==> config.mk <==
export PLATFORM = sky130hd
export DESIGN_NAME = posit_add_arbiter
export DESIGN_NICKNAME = d
export VERILOG_FILES = /design/src/rtl/posit_pkg.sv /design/src/rtl/rr_arbiter.sv /design/src/rtl/posit_add_arbiter.sv
export SDC_FILE = /design/constraint.sdc
export NUM_CORES = 1
export LEC_CHECK = 0
export BUFFER_PORTS_ARGS = -buffer_cell sky130_fd_sc_hd__clkbuf_2
export CORE_MARGIN = 2
export CORE_UTILIZATION = 40
export CTS_CLUSTER_SIZE = 30
export DETAILED_ROUTE_END_ITERATION = 8
export HOLD_SLACK_MARGIN = 0.08
export PLACE_DENSITY_LB_ADDON = 0.25
export SYNTH_ARGS = -nofsm -noshare
export SYNTH_HDL_FRONTEND = slang
export SYNTH_SLANG_ARGS = --single-unit
==> constraint.sdc <==
create_clock -name aclk -period 2.4 [get_ports aclk]
set_clock_uncertainty 0.2 [all_clocks]
set_input_delay 0.12 -clock aclk [delete_from_list [all_inputs] [get_ports aclk]]
set_output_delay 0.12 -clock aclk [all_outputs]
set_load 0.01 [all_outputs]
==> src/rtl/posit_pkg.sv <==
// posit_pkg: shared posit constants and the issue tag carried alongside the adder pipeline
package posit_pkg;
    localparam int POSIT_N  = 8;
    localparam int POSIT_ES = 4;
    localparam logic [POSIT_N-1:0] POSIT_NAR  = {1'b1, {(POSIT_N-1){1'b0}}};
    localparam logic [POSIT_N-1:0] POSIT_ZERO = '0;
    typedef struct packed {
        logic       valid;
        logic [3:0] id;
    } tag_t;
endpackage

==> src/rtl/rr_arbiter.sv <==
// rr_arbiter: round-robin grant, search starts at ptr and wraps modulo NREQ
module rr_arbiter #(
    parameter int NREQ = 4,
    localparam int IDW = $clog2(NREQ)
) (
    input  logic [NREQ-1:0] req,
    input  logic [IDW-1:0]  ptr,
    output logic [NREQ-1:0] grant,
    output logic [IDW-1:0]  idx,
    output logic            any
);
    logic [IDW-1:0] j;
    always_comb begin
        j   = '0;
        idx = '0;
        any = 1'b0;
        // scan from the far end so the candidate nearest ptr wins
        for (int i = NREQ - 1; i >= 0; i--) begin
            j = IDW'((int'(ptr) + i) % NREQ);
            if (req[j]) begin
                idx = j;
                any = 1'b1;
            end
        end
        grant = any ? NREQ'(1) << idx : '0;
    end
endmodule

==> src/rtl/posit_add_arbiter.sv <==
// posit_add_arbiter: round-robin front end sharing one pipelined posit adder among NREQ requesters
module posit_add_arbiter
    import posit_pkg::*;
#(
    parameter int N       = POSIT_N,
    parameter int ES      = POSIT_ES,
    parameter int NREQ    = 4,
    parameter int LATENCY = 8,
    localparam int IDW    = $clog2(NREQ)
) (
    input  logic              aclk,
    input  logic              aresetn,
    input  logic [NREQ-1:0]   req_valid,
    output logic [NREQ-1:0]   req_ready,
    input  logic [NREQ*N-1:0] req_in1,
    input  logic [NREQ*N-1:0] req_in2,
    output logic [NREQ-1:0]   rsp_valid,
    output logic [N-1:0]      rsp_result,
    output logic              rsp_inf,
    output logic              rsp_zero,
    output logic              add_start,
    output logic [N-1:0]      add_in1,
    output logic [N-1:0]      add_in2,
    input  logic [N-1:0]      add_result,
    input  logic              add_inf,
    input  logic              add_zero,
    output logic [IDW+1:0]    inflight,
    output logic [15:0]       issue_cnt
);
    localparam int IFW = IDW + 2;
    if (NREQ < 2 || NREQ > 16 || ES >= N) begin : g_bad_cfg
        $error("posit_add_arbiter: unsupported configuration");
    end
    logic [NREQ-1:0] grant;
    logic [IDW-1:0]  idx;
    logic [IDW-1:0]  rr_ptr;
    logic            any;
    logic [N-1:0]    in1_arr [NREQ];
    logic [N-1:0]    in2_arr [NREQ];
    tag_t            tags [0:LATENCY];
    tag_t            tail;
    for (genvar g = 0; g < NREQ; g++) begin : g_unpack
        assign in1_arr[g] = req_in1[g*N +: N];
        assign in2_arr[g] = req_in2[g*N +: N];
    end
    rr_arbiter #(.NREQ(NREQ)) u_arb (
        .req   (req_valid),
        .ptr   (rr_ptr),
        .grant (grant),
        .idx   (idx),
        .any   (any)
    );
    assign req_ready = aresetn ? grant : '0;
    // tags[0] sits beside add_in*, so tags[LATENCY] lines up with add_result
    always_ff @(posedge aclk or negedge aresetn) begin
        if (!aresetn) begin
            add_in1   <= '0;
            add_in2   <= '0;
            add_start <= 1'b0;
            rr_ptr    <= '0;
            inflight  <= '0;
            issue_cnt <= '0;
            for (int i = 0; i <= LATENCY; i++) tags[i] <= '0;
        end else begin
            add_start <= 1'b1;
            if (any) begin
                add_in1   <= in1_arr[idx];
                add_in2   <= in2_arr[idx];
                rr_ptr    <= idx == IDW'(NREQ - 1) ? '0 : idx + 1'b1;
                issue_cnt <= issue_cnt + 16'd1;
            end
            tags[0] <= '{valid: any, id: 4'(idx)};
            for (int i = 1; i <= LATENCY; i++) tags[i] <= tags[i-1];
            // an op stops counting once its tag reaches the tail, where it is delivered
            inflight <= inflight + IFW'(any) - IFW'(tags[LATENCY-1].valid);
        end
    end
    assign tail       = tags[LATENCY];
    assign rsp_valid  = tail.valid ? NREQ'(1) << tail.id : '0;
    assign rsp_result = tail.valid ? add_result : '0;
    assign rsp_inf    = tail.valid & add_inf;
    assign rsp_zero   = tail.valid & add_zero;
endmodule
; After elaboration in Yosys (flattened, before gate mapping)
; Index checks and enable logic that the tools add are counted.
[totals]
wordCells = 69
in_bits = 80
regBits = 66
out_inout_bits = 55
[classes]
n_lt_le_gt_ge = 5
n_addsub = 7
muxes = 27
bitwise_logic = 3
eq_ne = 1
shift = 2
[ops]
columns = cell, count
row1 = $mux 8, 5
row2 = $bmux 8 s2, 2
row3 = $add 16x1->16 const B, 1
row4 = $lt 2x3->1 const B, 4
row5 = $mux 4, 3
row6 = $mux 2, 5
row7 = $bmux 1 s2, 4
row8 = $mux 1, 8
row9 = $shl 1x2->4 const A, 2
row10 = $add 2x1->2 const B, 2
row11 = $add 2x2->2 const B, 2
row12 = $add 4x1->4, 1
row13 = $sub 4x1->4, 1
row14 = $ge 3x3->1 const B, 1
row15 = $not 2->3, 1
row16 = $and 1x1->1, 2
row17 = $eq 2x2->1 const B, 1

; Depth between registers and ports, before layout
; Gate-level depths: netlist (run 1).
[depth]
ltp_word = 11
depth_mapped = 9
ltp_nobuf = 8

; By module
; A second synthesis (run 1) with hierarchy kept.
[hier_totals]
hier_cells = 216
hier_area_um2 = 3071.7
[modules_own_cells]
columns = mod, area_per_inst_um2, seq_area_each_um2, cells_each, n_inst
row1 = posit_add_arbiter, 2889.0, 1651.6, 187, 1
row2 = rr_arbiter, 182.7, 0.0, 29, 1

; Worst setup path after synthesis (run 1)
; No wires, ideal clock.
[synth_timing]
path_kind = input port to flip-flop
start = input req_valid[1]
end = register inflight[2]
stages = 9
n_path_buf = 1
setup_time_ns = 0.123
path_slack_ns = 0.215
arrival_ns = 1.862
path_cell_list = or4_1 -> buf_2 -> inv_2 -> ha_1 -> inv_1 -> ha_1 -> inv_1 -> fa_1 -> xnor2_1
[synth_via]
elab_chain_len = 8
elab_cells_between_ends = 14
cone_classes = add/sub (2) / mux (12)
[synth_lines]
columns = item, line_no
row1 = start: declaration, posit_add_arbiter.sv:13  ; input logic [NREQ-1:0] req_valid,
row2 = $bmux 1 s2, rr_arbiter.sv:20  ; if (req[j]) begin
row3 = $mux 1 (not written as such), rr_arbiter.sv:20
row4 = $mux 1 (3 in a row), rr_arbiter.sv:20
row5 = $mux 1 *, rr_arbiter.sv:20
row6 = $add 4x1->4 *, posit_add_arbiter.sv:75  ; inflight <= inflight + IFW'(any) - IFW'(tags[LATENCY-1].valid);
row7 = $sub 4x1->4 *, posit_add_arbiter.sv:75
row8 = end signal: assignment, posit_add_arbiter.sv:75
row9 = end: declaration, posit_add_arbiter.sv:27  ; output logic [IDW+1:0] inflight,
; Mark *: on every way between the ends. The rest lies on a longest branch, timed or not. The select of a mux whose other input is x is not followed.
; A chain may end at the register's enable or synchronous reset.

; Worst setup path in the final report (run 1)
[layout_timing]
start = register rr_ptr[0]
end = register add_in2[7]
[layout_via]
elab_chain_len = 11
elab_cells_between_ends = 23
cone_classes = add/sub (3) / mux (19) / bitwise (1)
[layout_lines]
columns = item, line_no
row1 = start: declaration, posit_add_arbiter.sv:36  ; logic [IDW-1:0] rr_ptr;
row2 = start signal: assignment, posit_add_arbiter.sv:69  ; rr_ptr <= idx == IDW'(NREQ - 1) ? '0 : idx + 1'b1;
row3 = $add 2x2->2, rr_arbiter.sv:19  ; j = IDW'((int'(ptr) + i) % NREQ);
row4 = $bmux 1 s2, rr_arbiter.sv:20
row5 = $mux 1 (not written as such), rr_arbiter.sv:20
row6 = $mux 2 (3 in a row), rr_arbiter.sv:20
row7 = $mux 2 *, rr_arbiter.sv:20
row8 = via idx[0], posit_add_arbiter.sv:35  ; logic [IDW-1:0] idx;
row9 = $not 2->3 (not written as such) *, posit_add_arbiter.sv:68  ; add_in2 <= in2_arr[idx];
row10 = $bmux 8 s2 *, posit_add_arbiter.sv:68
row11 = $mux 8 (not written as such) * (2 in a row), posit_add_arbiter.sv:68
row12 = end signal: assignment, posit_add_arbiter.sv:68
row13 = end: declaration, posit_add_arbiter.sv:23  ; output logic [N-1:0] add_in2,
; Mark *: on every way through the listed nets, which the timed path passes. The rest lies on a longest branch. The select of a mux whose other input is x is not followed.

==> results of run 1 <==
==> state kept, by name (all words and copies together), names as in the netlist <==
| signal | flops |
|---|---|
| tags | 27 |
| issue_cnt | 16 |
| add_in1 | 8 |
| add_in2 | 8 |
| inflight | 4 |
| rr_ptr | 2 |
| add_start | 1 |
==> layer usage <==
layer,vias to the layer above,share of wire (%)
met5,-,0
met4,0,2.0
met3,19,7.6
met2,127,49
met1,1321,42
li1,1364,-
==> how the worst max path moves through the flow <==
stage,startpoint,to,slack (ns)
2_1_floorplan,req_valid[1],inflight[2],0.22
3_3_place_gp,req_valid[0],inflight[2],0.18
3_5_place_dp,req_valid[0],inflight[2],0.18
4_1_cts,rr_ptr[0],req_ready[0],0.001
5_1_grt,rr_ptr[0],req_ready[2],0.03
6_report,rr_ptr[0],add_in2[7],0.12
==> logic make-up after synthesis <==
family / share of synthesized area (%)
compound gates: 17.5
xor+xnor: 4.94
fa+ha+maj: 4.16
buf+inv: 3.84
flops: 51.7
mux: 5.02
other cells: 0.117
simple gates: 12.7
==> worst register-to-register path, delay by kind of cell, from the launching register on <==
kind | cells | cell delay, ns
mux | 1 | 0.28
compound gates | 1 | 0.10
flops | 1 | 0.43
simple gates | 3 | 0.65
buf+inv | 3 | 0.50
==> placed cells by master, fill, tap and decap left out, types with 2 or more instances in the layout <==
cell | netlist | layout
clkbuf_2 | 0 | 133
dlygate4sd3_1 | 0 | 67
dfrtp_1 | 66 | 65
nor2_1 | 22 | 22
a211oi_2 | 21 | 21
buf_4 | 0 | 18
o21a_1 | 17 | 17
mux2i_1 | 16 | 16
xnor2_1 | 15 | 15
nand2_1 | 14 | 14
a211oi_1 | 11 | 11
and2_1 | 10 | 10
clkbuf_8 | 0 | 10
ha_1 | 9 | 9
inv_1 | 8 | 8
and3_1 | 7 | 7
nand3_1 | 6 | 6
nor2b_1 | 4 | 3
xor2_1 | 3 | 3
inv_2 | 2 | 2
a21oi_1 | 2 | 2
and4_1 | 2 | 2
nand4_1 | 2 | 2
bufinv_16 | 0 | 2
==> synth_stat cells, drive strengths merged (2+ instances only) <==
cell type and count:
dfrtp 66, a211oi 32, nor2 23, o21a 17, mux2i 16, xnor2 15, nand2 14, inv 11
and2 10, ha 9, buf 8, and3 7, nand3 6, nor2b 4, clkbuf 3, xor2 3
a21oi 2, and4 2, nand4 2
==> power groups by stage <==
stage                     Combinational, mW  Sequential [mW]  Clock (mW)
after floorplan                        1.15             1.87           0
after global placement                 1.87             1.80           0
after detailed placement               1.90             1.80           0
after CTS                              2.01             1.79        1.02
after global routing                   2.27             1.82        1.06
final                                  2.08             1.77       0.998
==> repair_timing <==
| action | in CTS | in global routing |
|---|---|---|
| pin swaps | 1 | 3 |
| setup buffers | 2 | 3 |
| hold buffers | 67 | 0 |
| hold endpoints to repair | 83 | 0 |
| setup endpoints to repair | 3 | 3 |
| gates resized for setup | 1 | 4 |
==> final cells by class <==
class	instances	area, um^2	area share, %
Clock buffer	11	141	2.85
Clock inverter	3	65.1	1.31
Inverter	12	57.6	1.16
Multi-Input combinational cell	176	1420	28.6
Sequential cell	66	1650	33.3
Tap cell	102	128	2.57
Timing Repair Buffer	220	1500	30.2
==> impl_metrics.tcl, run 1 <==
set metrics [dict create \
    placed_area_mm2 0.00403 \
    path_max_fanout 18 \
    synth_edf_count 0 \
    cts.path.max_buffers 2 \
    worstSetupPathType "flop to flop" \
    synthCells 265 \
    finalCriticalPeriod_ns 2.28 \
    start_kind "flop" \
    ys_seq_elements 66 \
    synth_top_area_share_pct 51.7 \
    fin_area_mm2 0.00496 \
    dp.cells 504 \
    antenna_found_initial 0 \
    syn_area_mm2 0.00319 \
    arrival_ns 2.30 \
    gp_congestion 0.777 \
    power_density_mw_per_mm2 978 \
    slowest_delay_ns 0.43 \
    worst-endpoint-required_ns 2.41 \
    hp-class "flop to flop" \
    holdWs_ns 0.148 \
    drv_cap 0 \
    drc 0 \
    yosysTopAreaCell "dfrtp_1" \
    status "finished clean" \
    initial_utilization_pct 41.3 \
    portBuffers 134 \
    worstPathCellList "and2b_4 -> nor4b_4 -> or2_4 -> clkinv_8 -> buf_4 -> buf_12 -> mux2i_1 -> a211oi_2" \
    avgSynthCellArea_um2 12.0 \
    ys_seq_area_share_pct 51.7 \
    synth.area.top_cells "dfrtp_1 52%, a211oi_2 8.2%, mux2i_1 5.0%" \
    gr-usage-met3_pct 7.41 \
    grt_pass1_wl_um 14400 \
    timing.final.crit_share_pct 95.2 \
    hold_path_depth 0 \
    cts_tree "done" \
    finalHoldViolations 0 \
    drive_gt1_share_pct 40.6 \
    drtIter0Drc 82 \
    ctsRootBufferMaster "clkbuf_8" \
    reg2reg_depth 8 \
    post_drt_wl_per_cell_um 15.1 \
    fin_ws_ns 0.116 \
    cp.depth 8 \
    rsz0062_at_grt "no" \
    die_h_um 93.3 \
    grt_max_degree 38 \
    vias 2831 \
    hpwlAfterDp_um 5460 \
    p_int_mw 3.13 \
    die_area_mm2 0.00871 \
    totalWireLength_um 8920 \
    clk_latency_ns 0.33 \
    areaGrowthSynthToFinish_pct 55.4 \
    ys.flop_type "dfrtp_1" \
    gr-usage-met2_pct 36.4 \
    finalSetupViolations 0 \
    synth.yosys.warnings 0 \
    min_to "tags[0]" \
    drt_pass1_iterations 4 \
    grt_pass1_vias 3049 \
    async_reset_ff_share_pct 100 \
    tns_ns 0 \
    ys_types 40 \
    comb_power_share_pct 42.9 \
    busiest_layer "met2" \
    grt_usage_pct 21.4 \
    power_leakage_nw 2.43 \
    stdcell_count 590 \
    io-pin-count 135 \
    swShare_pct 35.5 \
    antenna_left 0 \
    ir_worst_vdd_v 0.000452 \
    cp_top_family "simple AND/OR/NAND/NOR gates" \
    p_total_mw 4.85 \
    switching_power_mw 1.72 \
    reg2reg_from "rr_ptr[0]" \
    place_ws_ns 0.178 \
    max_freq_ghz 0.438 \
    r2r-end "add_in2[7]" \
    p_clk_share_pct 20.6 \
    path_buf_inv 3 \
    seqPwrFrac_pct 36.5 \
    fp.dieW_um 93.3 \
    overflow 0 \
    fill_cells 623 \
    ff2ff_setup_slack_ns 0.12 \
    cts_sinks 66 \
    rows 32 \
    slew_violations 0 \
    numCtsBuffers 9 \
    coreArea_mm2 0.00773 \
    htreeDepth 3 \
    cp-end-kind "flop" \
    hold_path.startpoint "tags[5]" \
    antennaDiodeCount 0 \
    clkTransAtPathRegs_ns 0.07 \
    fin_nets 575 \
    use_met1_pct 25.2 \
    drt-vias-per-instance 4.80 \
    syn_nets 355 \
    crit_path_top_delay_cell "dfrtp_1" \
    fin_util_pct 64.2 \
]
Note: power is estimated with default switching activity, not from simulation.
==> run 2, diff against run 1 <==
CTS_BUF_LIST = sky130_fd_sc_hd__clkbuf_8   (was not set)
==> impl_metrics.tcl, run 2 (synthesis gave the netlist of run 1 again) <==
set metrics [dict create \
    status "finished clean" \
    grt_max_degree 38 \
    antennaDiodeCount 0 \
    die_area_mm2 0.00871 \
    cts_tree "done" \
    cp-end-kind "flop" \
    rsz0062_at_grt "no" \
    stdcell_count 590 \
    finalCriticalPeriod_ns 2.28 \
    placed_area_mm2 0.00403 \
    tns_ns 0 \
    cts.path.max_buffers 2 \
    finalSetupViolations 0 \
    max_freq_ghz 0.438 \
    cp.depth 8 \
    hp-class "flop to flop" \
    comb_power_share_pct 42.9 \
    swShare_pct 35.5 \
    gp_congestion 0.777 \
    grt_pass1_wl_um 14400 \
    start_kind "flop" \
    final_common_cell "clkbuf_2" \
    fin_nets 575 \
    portBuffers 134 \
    drt_pass1_iterations 5 \
    worstPathCellList "and2b_4 -> nor4b_4 -> or2_4 -> clkinv_8 -> buf_4 -> buf_12 -> mux2i_1 -> a211oi_2" \
    die_h_um 93.3 \
    drive_gt1_share_pct 40.6 \
    p_total_mw 4.84 \
    slowest_delay_ns 0.43 \
    post_drt_wl_per_cell_um 15.1 \
    finalHoldViolations 0 \
    arrival_ns 2.30 \
    final_cell_mix "133 x clkbuf_2, 67 x dlygate4sd3_1, 65 x dfrtp_1, 22 x nor2_1, 21 x a211oi_2" \
    overflow 0 \
    antenna_found_initial 0 \
    hold_path_depth 0 \
    cts_sinks 66 \
    power_leakage_nw 2.43 \
    holdWs_ns 0.148 \
    slew_violations 0 \
    io-pin-count 135 \
    dp.cells 504 \
    htreeDepth 3 \
    p_int_mw 3.12 \
    switching_power_mw 1.72 \
    drtIter0Drc 82 \
    hpwlAfterDp_um 5460 \
    drv_cap 0 \
    reg2reg_depth 8 \
    rows 32 \
    initial_utilization_pct 41.3 \
    worstSetupPathType "flop to flop" \
    largest_reg_flops 27 \
    drc 0 \
    p_clk_share_pct 20.5 \
    antenna_left 0 \
    path_buf_inv 3 \
    seqPwrFrac_pct 36.5 \
    ir_worst_vdd_v 0.000452 \
    drt-vias-per-instance 4.79 \
    totalWireLength_um 8910 \
    vias 2829 \
    fin_area_mm2 0.00496 \
    ctsRootBufferMaster "clkbuf_8" \
    crit_path_top_delay_cell "dfrtp_1" \
    areaGrowthSynthToFinish_pct 55.4 \
    cp_top_family "simple AND/OR/NAND/NOR gates" \
    timing.final.crit_share_pct 95.1 \
    grt_usage_pct 21.4 \
    clk_latency_ns 0.33 \
    coreArea_mm2 0.00773 \
    clkTransAtPathRegs_ns 0.07 \
    reg_top3 "tags (27), issue_cnt (16)" \
    numCtsBuffers 9 \
    path_max_fanout 18 \
    worst-endpoint-required_ns 2.41 \
    fp.dieW_um 93.3 \
    power_density_mw_per_mm2 977 \
    grt_pass1_vias 3049 \
    regMostFlops "tags" \
]
run 2: changes by cell type in the layout (fill, tap and decap cells not counted), sizes merged:
cell and delta:
inv +1, clkbuf -1
run 2: final cells by class:
cell class / instances / area [um^2]
Timing Repair Buffer: 220 / 1500
Fill cell: 623 / 2770
Clock inverter: 4 / 68.8
Inverter: 12 / 57.6
Tap cell: 102 / 128
Sequential cell: 66 / 1650
Multi-Input combinational cell: 176 / 1420
Clock buffer: 10 / 138
run 2: power by group through the flow:
stage                     sequential (mW)  combinational [mW]  clock (mW)
after floorplan                      1.87                1.15           0
after global placement               1.80                1.87           0
after detailed placement             1.80                1.90           0
after CTS                            1.79                2.01        1.02
after global routing                 1.82                2.27        1.06
final                                1.77                2.08       0.994
run 2: metrics by stage:
step | util, % | setup WS, ns
finish | 64.2 | 0.116
global route | 64.2 | 0.0258
CTS | 63.7 | 0.00105
detailed placement | 52.2 | 0.178
global placement | 52.2 | 0.178
floorplan | - | 0.215
run 2: path summary, 6_finish.rpt:
| path | start | to | slack, ns |
|---|---|---|---|
| worst min-delay path | tags[5] | tags[0] | 0.15 |
| min in group asynchronous | aresetn | tags[21] | 0.25 |
| worst max register to register | rr_ptr[0] | add_in2[7] | 0.12 |
| max in group asynchronous | aresetn | add_in2[6] | 1.17 |
| worst min register to register | tags[5] | tags[0] | 0.15 |
| worst max-delay path | rr_ptr[0] | add_in2[7] | 0.12 |
run 2: layer usage:
layer	GRT usage (%)	up-vias	routed length, um
li1	-	1364	-
met1	25.2	1319	3730
met2	36.4	127	4320
met3	7.41	19	680
met4	7.23	0	174
met5	0	-	0
run 2: what timing repair did:
action	4_1_cts	5_1_grt
hold endpoints to repair	83	0
resized for setup	1	4
hold buffers	67	0
setup endpoints to repair	3	3
pin swaps	1	3
buffers inserted	2	3
==> run 3, diff against run 2 <==
SYNTH_HIERARCHICAL = 1   (was not set)
==> impl_metrics.tcl, run 3 <==
set metrics [dict create \
    status "finished clean" \
    antenna_left 0 \
    worstSetupPathType "flop to flop" \
    synth_edf_count 0 \
    avgSynthCellArea_um2 14.2 \
    htreeDepth 3 \
    drc 0 \
    power_leakage_nw 2.39 \
    cts.path.max_buffers 2 \
    grt_max_degree 25 \
    ir_worst_vdd_v 0.000499 \
    totalWireLength_um 7790 \
    syn_area_mm2 0.00307 \
    ctsRootBufferMaster "clkbuf_8" \
    path_max_fanout 5 \
    fp.dieW_um 91.6 \
    crit_path_top_delay_cell "mux4_2" \
    worstPathCellList "nor2_1 -> o21bai_2 -> a221oi_4 -> buf_6 -> clkbuf_16 -> mux4_2 -> mux2_2" \
    fin_nets 517 \
    finalHoldViolations 0 \
    final_common_cell "clkbuf_2" \
    ys_types 41 \
    initial_utilization_pct 41.9 \
    drive_gt1_share_pct 44.9 \
    endpoint "add_in1[7]" \
    largest_reg_flops 27 \
    reg2reg_depth 7 \
    ys_seq_area_share_pct 53.8 \
    fin_ws_ns 0.0403 \
    reg2reg_from "rr_ptr[1]" \
    hold_path_depth 0 \
    start_kind "flop" \
    synth_top_area_share_pct 53.8 \
    gp_congestion 0.709 \
    arrival_ns 2.37 \
    io-pin-count 135 \
    drt-vias-per-instance 4.84 \
    synthCells 216 \
    grt_pass1_wl_um 12200 \
    hpwlAfterDp_um 4580 \
    rows 31 \
    power_density_mw_per_mm2 943 \
    cts_tree "done" \
    crit_start "rr_ptr[1]" \
    post_drt_wl_per_cell_um 14.6 \
    async_reset_ff_share_pct 100 \
    clk_latency_ns 0.32 \
    r2r-end "add_in1[7]" \
    fin_util_pct 65.6 \
    grt_pass1_vias 2542 \
    vias 2582 \
    reg_top3 "tags (27), issue_cnt (16)" \
    slowest_delay_ns 0.50 \
    coreArea_mm2 0.00733 \
    yosysTopAreaCell "dfrtp_1" \
    timing.final.crit_share_pct 98.3 \
    syn_nets 303 \
    place_ws_ns 0.0145 \
    cp.depth 7 \
    areaGrowthSynthToFinish_pct 56.5 \
    overflow 0 \
    antenna_found_initial 0 \
    cp_top_family "multiplexers" \
    dp.cells 447 \
    max_freq_ghz 0.424 \
    finalCriticalPeriod_ns 2.36 \
    ff2ff_setup_slack_ns 0.04 \
    ys.flop_type "dfrtp_1" \
    tns_ns 0 \
    die_h_um 91.6 \
    drt_pass1_iterations 4 \
    grt_usage_pct 18.7 \
    ys_seq_elements 66 \
    final_cell_mix "133 x clkbuf_2, 66 x dlygate4sd3_1, 65 x dfrtp_1, 14 x and2_1, 12 x clkbuf_8" \
    cp-end-kind "flop" \
    clkTransAtPathRegs_ns 0.07 \
    portBuffers 134 \
    synth.area.top_cells "dfrtp_1 54%, mux4_2 6.6%, mux4_1 6.0%" \
    path_buf_inv 2 \
    worst-endpoint-required_ns 2.41 \
    regMostFlops "tags" \
    synth.most_common_cell "dfrtp_1" \
    synth.yosys.warnings 6 \
    antennaDiodeCount 0 \
    ys_top_cells_by_count "66 x dfrtp_1, 14 x and2_1, 10 x xor2_1" \
    drv_cap 0 \
    cts_sinks 66 \
    hp-class "flop to flop" \
    stdcell_count 533 \
    slew_violations 0 \
    die_area_mm2 0.00840 \
    rsz0062_at_grt "yes" \
    numCtsBuffers 9 \
    drtIter0Drc 49 \
    finalSetupViolations 0 \
]
[run 3: worst min path at each step]
stage	from	to	slack (ns)
5_1_grt	tags[16]	tags[11]	0.15
6_report	tags[6]	tags[1]	0.14
4_1_cts	req_valid[0]	tags[40]	0.08
3_3_place_gp	aresetn	tags[4]	-0.13
3_5_place_dp	aresetn	tags[4]	-0.13
2_1_floorplan	aresetn	add_in1[0]	-0.38
[run 3: report_power, final]
group / internal, mW / total [mW] / leakage, nW / switching, mW
registers: 1.50 / 1.77 / 0.763 / 0.266
clock network: 0.554 / 0.937 / 0.110 / 0.383
logic: 1.04 / 1.83 / 1.52 / 0.790
total: 3.10 / 4.53 / 2.39 / 1.44
[run 3: cell families after synthesis]
kind of cell             Yosys count  share of synthesized area [%]
AO/OA/AOI/OAI                     15                           3.67
XOR/XNOR                          18                           5.13
adder cells (fa/ha/maj)            7                           3.10
buffers and inverters             17                           3.34
flip-flops                        66                           53.8
multiplexers                      34                           20.3
other                              1                          0.122
AND/OR/NAND/NOR                   58                           10.6
[run 3: cell type report]
class | instances | area (um^2)
multi-input cells | 133 | 1330
inverters | 8 | 30.0
well taps | 99 | 124
clock inverters | 3 | 38.8
flip-flops and latches | 66 | 1650
repair buffers | 212 | 1470
fillers | 576 | 2520
clock buffers | 12 | 165
[run 3: timing repair]
item / 4_1_cts / 5_1_grt
hold endpoints to repair: 82 / 0
resized for setup: 0 / 5
buffers inserted: 0 / 3
endpoints found under the setup margin: 0 / 11
hold buffers: 66 / 0
[run 3: metal layers]
| layer | track usage (%) | vias up | part of all wire [%] |
|---|---|---|---|
| met5 | 0 | - | 0 |
| met4 | 7.70 | 0 | 1.8 |
| met3 | 5.75 | 14 | 8.2 |
| met2 | 30.4 | 128 | 48 |
| met1 | 23.2 | 1237 | 42 |
| li1 | - | 1203 | - |
[run 3: metrics by stage]
| stage | area (um^2) | total power, mW | hold slack [ns] |
|---|---|---|---|
| global route | 4810 | 4.82 | 0.155 |
| finish | 4810 | 4.53 | 0.143 |
| floorplan | 3070 | 2.81 | -0.376 |
| CTS | 4730 | 4.42 | 0.0840 |
| detailed placement | 3870 | 3.39 | -0.128 |
| global placement | 3870 | 3.33 | -0.129 |
